--- config.mk ---
export PLATFORM = sky130hd
export DESIGN_NAME = svm_decision_stage_flat
export DESIGN_NICKNAME = d
export VERILOG_FILES = /design/src/rtl/svm_decision_stage_if.sv /design/src/rtl/svm_decision_stage.sv /design/src/flat_wrapper.sv
export SDC_FILE = /design/constraint.sdc
export NUM_CORES = 2
export LEC_CHECK = 0
export CORE_ASPECT_RATIO = 1.75
export CORE_MARGIN = 5
export CORE_UTILIZATION = 45
export CTS_BUF_LIST = sky130_fd_sc_hd__clkbuf_16
export CTS_CLUSTER_DIAMETER = 80
export DETAILED_ROUTE_END_ITERATION = 6
export PLACE_DENSITY_LB_ADDON = 0.2
export SLEW_MARGIN = 20
export SYNTH_ARGS = -nofsm -noshare
export SYNTH_HDL_FRONTEND = slang
export SYNTH_SLANG_ARGS = --single-unit
--- constraint.sdc ---
create_clock -name clk -period 20.9 [get_ports clk]
set_input_delay 3.135 -clock clk [delete_from_list [all_inputs] [get_ports clk]]
set_output_delay 3.135 -clock clk [all_outputs]
set_load 0.05 [all_outputs]
--- src/rtl/svm_decision_stage_if.sv ---
// rtl/svm_decision_stage_if.sv - beat input / decision output bundle for svm_decision_stage
interface svm_decision_stage_if #(
    parameter int DATA_SIZE  = 32,
    parameter int ACCUM_SIZE = 64
);
    logic                         dot_valid;
    logic signed [ACCUM_SIZE-1:0] dot_in;
    logic signed [DATA_SIZE-1:0]  alpha;
    logic                         last_sv;
    logic signed [DATA_SIZE-1:0]  bias;
    logic                         result_valid;
    logic signed [ACCUM_SIZE-1:0] result;
    logic                         class_out;
    logic [15:0]                  sv_count;
    logic                         busy;

    // Producer side: supplies beats and bias, observes decisions.
    modport master (
        output dot_valid, dot_in, alpha, last_sv, bias,
        input  result_valid, result, class_out, sv_count, busy
    );

    // Decision stage side.
    modport slave (
        input  dot_valid, dot_in, alpha, last_sv, bias,
        output result_valid, result, class_out, sv_count, busy
    );
endinterface

--- src/rtl/svm_decision_stage.sv ---
// rtl/svm_decision_stage.sv - 3-stage SVM kernel/weight/accumulate decision pipeline
module svm_decision_stage #(
    parameter int                           DATA_SIZE  = 32,
    parameter int                           ACCUM_SIZE = 64,
    parameter int                           KERNEL     = 0,
    parameter logic signed [ACCUM_SIZE-1:0] KCONST     = 1
) (
    input  logic                clk,
    input  logic                rst,
    svm_decision_stage_if.slave bus
);
    typedef enum logic {
        IDLE  = 1'b0,
        ACCUM = 1'b1
    } state_t;

    state_t state;
    logic   busy_q;

    // Stage 1 registers: kernel value plus the beat's side-band.
    logic                         s1_valid;
    logic                         s1_last;
    logic signed [ACCUM_SIZE-1:0] s1_k;
    logic signed [DATA_SIZE-1:0]  s1_alpha;

    // Stage 2 registers: weighted term.
    logic                         s2_valid;
    logic                         s2_last;
    logic signed [ACCUM_SIZE-1:0] s2_prod;

    // Stage 3 accumulator and outputs.
    logic signed [ACCUM_SIZE-1:0] sum;
    logic [15:0]                  count;
    logic signed [ACCUM_SIZE-1:0] result_q;
    logic                         class_q;
    logic [15:0]                  sv_count_q;
    logic                         result_valid_q;

    logic signed [ACCUM_SIZE-1:0] k_shift;
    logic signed [ACCUM_SIZE-1:0] k_next;
    logic signed [ACCUM_SIZE-1:0] prod_next;
    logic signed [ACCUM_SIZE-1:0] term_sum;
    logic signed [ACCUM_SIZE-1:0] final_value;
    logic [15:0]                  count_inc;
    state_t                       state_next;

    // Kernel evaluation; the polynomial square keeps only the low ACCUM_SIZE bits.
    always_comb begin
        k_shift = bus.dot_in + KCONST;
        if (KERNEL == 1) begin
            k_next = k_shift * k_shift;
        end else begin
            k_next = bus.dot_in;
        end
    end

    // Weighting and final-sum arithmetic, all wrapping at ACCUM_SIZE bits.
    always_comb begin
        prod_next   = s1_k * ACCUM_SIZE'(s1_alpha);
        term_sum    = sum + s2_prod;
        final_value = term_sum + ACCUM_SIZE'(bus.bias);
        count_inc   = (count == 16'hFFFF) ? 16'hFFFF : count + 16'd1;
    end

    // Next input-FSM state from the sampled beat; bubbles and stray last_sv do nothing.
    always_comb begin
        state_next = state;
        if (bus.dot_valid) begin
            state_next = bus.last_sv ? IDLE : ACCUM;
        end
    end

    // Input FSM; busy is registered against the next values of state and S1/S2 valids.
    always_ff @(posedge clk or posedge rst) begin
        if (rst) begin
            state  <= IDLE;
            busy_q <= 1'b0;
        end else begin
            state  <= state_next;
            busy_q <= (state_next == ACCUM) | bus.dot_valid | s1_valid;
        end
    end

    // Stages 1 and 2: kernel register, then weighted product register.
    always_ff @(posedge clk or posedge rst) begin
        if (rst) begin
            s1_valid <= 1'b0;
            s1_last  <= 1'b0;
            s1_k     <= '0;
            s1_alpha <= '0;
            s2_valid <= 1'b0;
            s2_last  <= 1'b0;
            s2_prod  <= '0;
        end else begin
            s1_valid <= bus.dot_valid;
            s1_last  <= bus.dot_valid & bus.last_sv;
            s1_k     <= k_next;
            s1_alpha <= bus.alpha;
            s2_valid <= s1_valid;
            s2_last  <= s1_last;
            s2_prod  <= prod_next;
        end
    end

    // Stage 3: accumulate terms; on the last term publish the decision and restart from zero.
    always_ff @(posedge clk or posedge rst) begin
        if (rst) begin
            sum            <= '0;
            count          <= '0;
            result_q       <= '0;
            class_q        <= 1'b0;
            sv_count_q     <= '0;
            result_valid_q <= 1'b0;
        end else begin
            result_valid_q <= 1'b0;
            if (s2_valid) begin
                if (s2_last) begin
                    result_q       <= final_value;
                    class_q        <= ~final_value[ACCUM_SIZE-1];
                    sv_count_q     <= count_inc;
                    result_valid_q <= 1'b1;
                    sum            <= '0;
                    count          <= '0;
                end else begin
                    sum   <= term_sum;
                    count <= count_inc;
                end
            end
        end
    end

    assign bus.result_valid = result_valid_q;
    assign bus.result       = result_q;
    assign bus.class_out    = class_q;
    assign bus.sv_count     = sv_count_q;
    assign bus.busy         = busy_q;
endmodule

--- src/flat_wrapper.sv ---
// flat-port wrapper written by rule: the top's interface ports become plain ports
module svm_decision_stage_flat 
#(
    parameter int                           DATA_SIZE  = 32,
    parameter int                           ACCUM_SIZE = 64,
    parameter int                           KERNEL     = 0,
    parameter logic signed [ACCUM_SIZE-1:0] KCONST     = 1
)
  (clk, rst, bus_dot_valid, bus_dot_in, bus_alpha, bus_last_sv, bus_bias, bus_result_valid, bus_result, bus_class_out, bus_sv_count, bus_busy);
  svm_decision_stage_if #(.DATA_SIZE(DATA_SIZE), .ACCUM_SIZE(ACCUM_SIZE)) bus_i ();
  input  logic clk;
  input  logic rst;
  input wire logic [$bits(bus_i.dot_valid)-1:0] bus_dot_valid;
  input wire logic [$bits(bus_i.dot_in)-1:0] bus_dot_in;
  input wire logic [$bits(bus_i.alpha)-1:0] bus_alpha;
  input wire logic [$bits(bus_i.last_sv)-1:0] bus_last_sv;
  input wire logic [$bits(bus_i.bias)-1:0] bus_bias;
  output wire logic [$bits(bus_i.result_valid)-1:0] bus_result_valid;
  output wire logic [$bits(bus_i.result)-1:0] bus_result;
  output wire logic [$bits(bus_i.class_out)-1:0] bus_class_out;
  output wire logic [$bits(bus_i.sv_count)-1:0] bus_sv_count;
  output wire logic [$bits(bus_i.busy)-1:0] bus_busy;
  assign bus_i.dot_valid = bus_dot_valid;
  assign bus_i.dot_in = bus_dot_in;
  assign bus_i.alpha = bus_alpha;
  assign bus_i.last_sv = bus_last_sv;
  assign bus_i.bias = bus_bias;
  assign bus_result_valid = bus_i.result_valid;
  assign bus_result = bus_i.result;
  assign bus_class_out = bus_i.class_out;
  assign bus_sv_count = bus_i.sv_count;
  assign bus_busy = bus_i.busy;
  svm_decision_stage #(.DATA_SIZE(DATA_SIZE), .ACCUM_SIZE(ACCUM_SIZE), .KERNEL(KERNEL), .KCONST(KCONST)) u_core (.clk(clk), .rst(rst), .bus(bus_i));
endmodule
# Word level (Yosys, flattened, before mapping)
# Index checks and enable logic that the tools add are counted.
[word_totals] wordCells=32 register_bits=328
[op_classes] n_reduce_logical=1 eq_ne=1 muxes=7 n_bitwise=4 addsub=3 n_mul=1
[ops] cell="adder 64 x 32 -> 64 bit" count=1
[ops] cell="adder 64 bit" count=1
[ops] cell="multiplier 64 x 32 -> 64 bit" count=1
[ops] cell="two-way mux 64 bit" count=1
[ops] cell="two-way mux 16 bit" count=2
[ops] cell="adder 16 x 1 -> 16 bit, second input constant" count=1
[ops] cell="== test 16 bit, second input constant" count=1
[ops] cell="two-way mux 1 bit" count=4
[ops] cell="bitwise OR 1 bit" count=2
[ops] cell="AND reduction 2 bit" count=1
[ops] cell="bitwise AND 1 bit" count=1
[ops] cell="inverter 1 bit" count=1

# Logic depth before layout (Yosys ltp)
[depth] depth_word=4 mapped_depth=31 depth_no_buf=28

# Worst setup path after synthesis
# Ideal clock, no wire load.
[synth_timing] kind="flip-flop to flip-flop" start="register u_core.s1_alpha[4]" end="register u_core.s2_prod[44]" stages_incl_launch_ff=26 synth_period_minus_slack_ps=7425 setup_time_ps=80 path_buffers=4 t_required_ps=20820 path_slack_ps=13475 arrival_time_ps=7345 cell_sequence="dfrtp_1 -> clkbuf_1 -> clkbuf_1 -> clkbuf_1 -> nand2_1 -> fa_1 -> fa_1 -> fa_1 -> fa_1 -> inv_1 -> fa_1 -> fa_1 -> fa_1 -> fa_1 -> ha_1 -> clkbuf_1 -> a21o_1 -> a21o_1 -> a211o_1 -> a221o_1 -> nand2_1 -> o21ai_1 -> o41ai_2 -> o21ai_1 -> a221oi_2 -> xnor2_1"
[synth_via] elab_chain_cells=1
[synth_lines] element="start, declared" line_no="svm_decision_stage.sv:24" text="logic signed [DATA_SIZE-1:0] s1_alpha;"
[synth_lines] element="start signal, assigned" line_no="svm_decision_stage.sv:98" text="s1_alpha <= bus.alpha;"
[synth_lines] element="multiplier 64 x 32 -> 64 bit" line_no="svm_decision_stage.sv:59" text="prod_next = s1_k * ACCUM_SIZE'(s1_alpha);"
[synth_lines] element="via u_core.prod_next[44]" line_no="svm_decision_stage.sv:41" text="logic signed [ACCUM_SIZE-1:0] prod_next;"
[synth_lines] element="end signal, assigned" line_no="svm_decision_stage.sv:101" text="s2_prod <= prod_next;"
[synth_lines] element="end, declared" line_no="svm_decision_stage.sv:29" text="logic signed [ACCUM_SIZE-1:0] s2_prod;"
# The timed path passes the listed nets, and every way through them passes these cells.
# A chain may end at the register's enable or synchronous reset.

# Final worst setup path
[layout_timing] start="register u_core.s1_alpha[3]" end="register u_core.s2_prod[63]"
# Same word-level chain as after synthesis.

==> metrics.txt <==
Core Rows around 180; final core utilization between 40% and 50%; DIE WIDTH between 200 and 300 um; antenna viol nets, final 0; Mapped Nets between 8000 and 9000; RD Place Congestion around 0.9; CP max-delay cell dfrtp_2; grt ovf 0; CP Buf/Inv Count 4; final hold viol count 0; Yosys warning count 0; critical-path cell list buf_4, nand2_1, fa_1, fa_1, fa_1, fa_1, inv_1, fa_1, inv_1, fa_1, inv_1, fa_1, fa_1, ha_1, nand2_1, a21oi_1, nand2_1, o21ai_1, o21ai_2, o31ai_1, a31oi_1, o31ai_1, a21oi_1, xnor2_1; Detailed Place HPWL ~160000 um; PortBufs between 200 and 250; DRC 0; sequential fraction of the synthesis area 12.82%; Async SR Flop Fraction 100.0%; fmax 111.2 MHz; min cycle time layout between 8 and 9 ns; setup TNS 0 ns; Crit Path Max Fanout 38; Crit Path Class flip-flop to flip-flop; Tcrit/Tclk final 43.04%; crit end category flip-flop; H-tree levels 2; Mapped Cells a little under 7000; CTS tree yes; clk_lat worst skew roughly 0.64 ns; first drt pass iteration count 5; nets@finish 8716; Rel. slew slack between 20% and 30%; CTS root buf clkbuf_16; CTS clk-pin slew, worst paths roughly 0.07 ns; initial antenna violation count 12; Routed WL 209000 um; CTS hold repair buffers 0; Synth Flop Type dfrtp_1; GRT Total Usage 28.11%; Hold Startpoint u_core.s1_last; unrepaired setup endpoints after global routing false; Post-CTS Setup Inserts 0; Ports about 220; status complete, no violations; initial core utilization 45.18%; arrival time worst endpoint between 9 and 10 ns; Placed Cells 8678; CP startpoint kind flip-flop; Final Max Tran Viols 0; clk sinks ~330; Area contributors post-synth fa_1, dfrtp_1, inv_1; crit path from u_core.s1_alpha[3]; Distinct cells, synth a little over 90; die area approximately 0.15 mm2; hold slack ~0.35 ns; first-pass GRT wire length between 300000 and 400000 um; # fillers 13480; Initial DRC Count around 2800; Area growth syn-to-layout 8.118%; Longest Clk Path Bufs 3; non-filler cells, final 8763; R2R Path Start u_core.s1_alpha[3]; CP dominant cell by count fa_1; Max-cap violations 0; CP max stage delay about 0.80 ns; CTS buffer count between 40 and 50; number of synthesized flops with an enable pin 0; Required @ worst endpoint between 20 and 25 ns; vias in the first global route between 50000 and 60000; leading area contributor after synthesis fa_1; wire per inst about 24 um; largest net degree at the start of global routing between 90 and 100; Vias per Instance between 5 and 6; area fraction of the dominant cell type after synthesis between 40% and 50%; worst-margin pin slew 1.166 ns; Core Footprint approximately 0.14 mm2; Cell Area, Synth approximately 0.064 mm2; final setup skew 0.02535 ns; DR vias between 40000 and 50000; Post-CTS Resized 0; Seq cells post-synth 328; share of layout cells above drive strength 1 3.358%; CP delay by family, top adder cells; Syn Area/Cell a little over 9 um2; Hold WC Path Type flip-flop to flip-flop; Die H roughly 510 um; final setup fails 0
## cell usage in the layout (no fill, tap or decap), types with 26 or more instances in the layout
master / Yosys / layout
nand4_1: 32 / 32
inv_1: 1311 / 1314
a22o_1: 56 / 56
clkdlybuf4s50_1: 0 / 214
clkbuf_16: 0 / 43
and3_1: 30 / 30
o21ai_0: 150 / 150
nor2b_1: 26 / 26
and2_1: 620 / 620
nor2_1: 129 / 128
nand2_1: 1113 / 1112
fa_1: 1371 / 1371
a21oi_1: 217 / 217
a21o_1: 105 / 105
ha_1: 340 / 340
o21bai_1: 35 / 35
dfrtp_1: 328 / 314
nand2b_1: 27 / 27
nor3_1: 30 / 30
xor2_1: 72 / 72
buf_4: 0 / 88
nand3_1: 57 / 57
a31oi_1: 43 / 43
xnor2_1: 166 / 166
## metal layers
layer	GRT usage, %	part of all wire (%)
met1	28.79	32
met5	0	0.020
met2	52.06	53
met4	20.69	9.6
met3	3.285	5.1
## registers in the layout (all words and copies together), names as in the netlist
signal and flops:
u_core.s2_prod 64, u_core.s1_valid 1, u_core.s2_valid 1, u_core.bus.sv_count 16
u_core.bus.result_valid 1, u_core.sum 64, u_core.bus.class_out 1, u_core.s1_alpha 32
u_core.bus.busy 1, u_core.s2_last 1, u_core.count 16, u_core.state 1
u_core.bus.result 64, u_core.s1_last 1, u_core.s1_k 64
## per-stage QoR
step	instance area [um2]	worst slack [ns]
floorplan	64040	8.682
detailed placement	67680	11.86
finish	69240	11.91
CTS	69230	11.88
global placement	67680	11.89
global route	69230	11.52
## path summary, 6_finish.rpt
path | cells past startpoint | to | slack, ns
worst max-delay path | 24 | u_core.s2_prod[63] | 11.91
worst min-delay path | 0 | u_core.s2_last | 0.35
worst max register to register | 24 | u_core.s2_prod[63] | 11.91
worst min register to register | 0 | u_core.s2_last | 0.35
max in group asynchronous | 4 | u_core.s1_k[2] | 15.77
min in group asynchronous | 2 | u_core.sum[56] | 3.04
## Yosys cell counts, types with 24 or more instances
master and instances:
a31oi_1 43, nor2b_1 26, nand2b_1 27, clkbuf_1 392
o21ai_0 150, inv_1 1311, a22o_1 56, o21bai_1 35
fa_1 1371, nor3_1 30, nand3_1 57, and2_1 620
nor2_1 129, xor2_1 72, xnor2_1 166, nand4_1 32
and3_1 30, dfrtp_1 328, nand2_1 1113, a21o_1 105
ha_1 340, o21a_1 24, a21oi_1 217
## cells by family after synthesis
logic type / after synthesis / synth area share [%]
AND/OR/NAND/NOR: 2102 / 15.61
buffers and inverters: 1715 / 10.06
adder cells (fa/ha/maj): 1711 / 49.50
AO/OA/AOI/OAI: 826 / 8.606
flip-flops: 328 / 12.82
XOR/XNOR: 239 / 3.280
multiplexers: 8 / 0.1309
## layout make-up
| cell class | instances | area [um2] | area share (%) |
|---|---|---|---|
| multi-input cells | 4886 | 49410 | 71.35 |
| flip-flops and latches | 328 | 8228 | 11.88 |
| inverters | 1312 | 4932 | 7.123 |
| well taps | 1850 | 2315 | 3.343 |
| clock inverters | 37 | 467.9 | 0.6758 |
| clock buffers | 43 | 1076 | 1.554 |
| repair buffers | 302 | 2803 | 4.048 |
| diodes | 5 | 12.51 | 0.01807 |
Power is not shown: default switching activity piles up to over one toggle a cycle in this logic, so the estimate is an artifact.
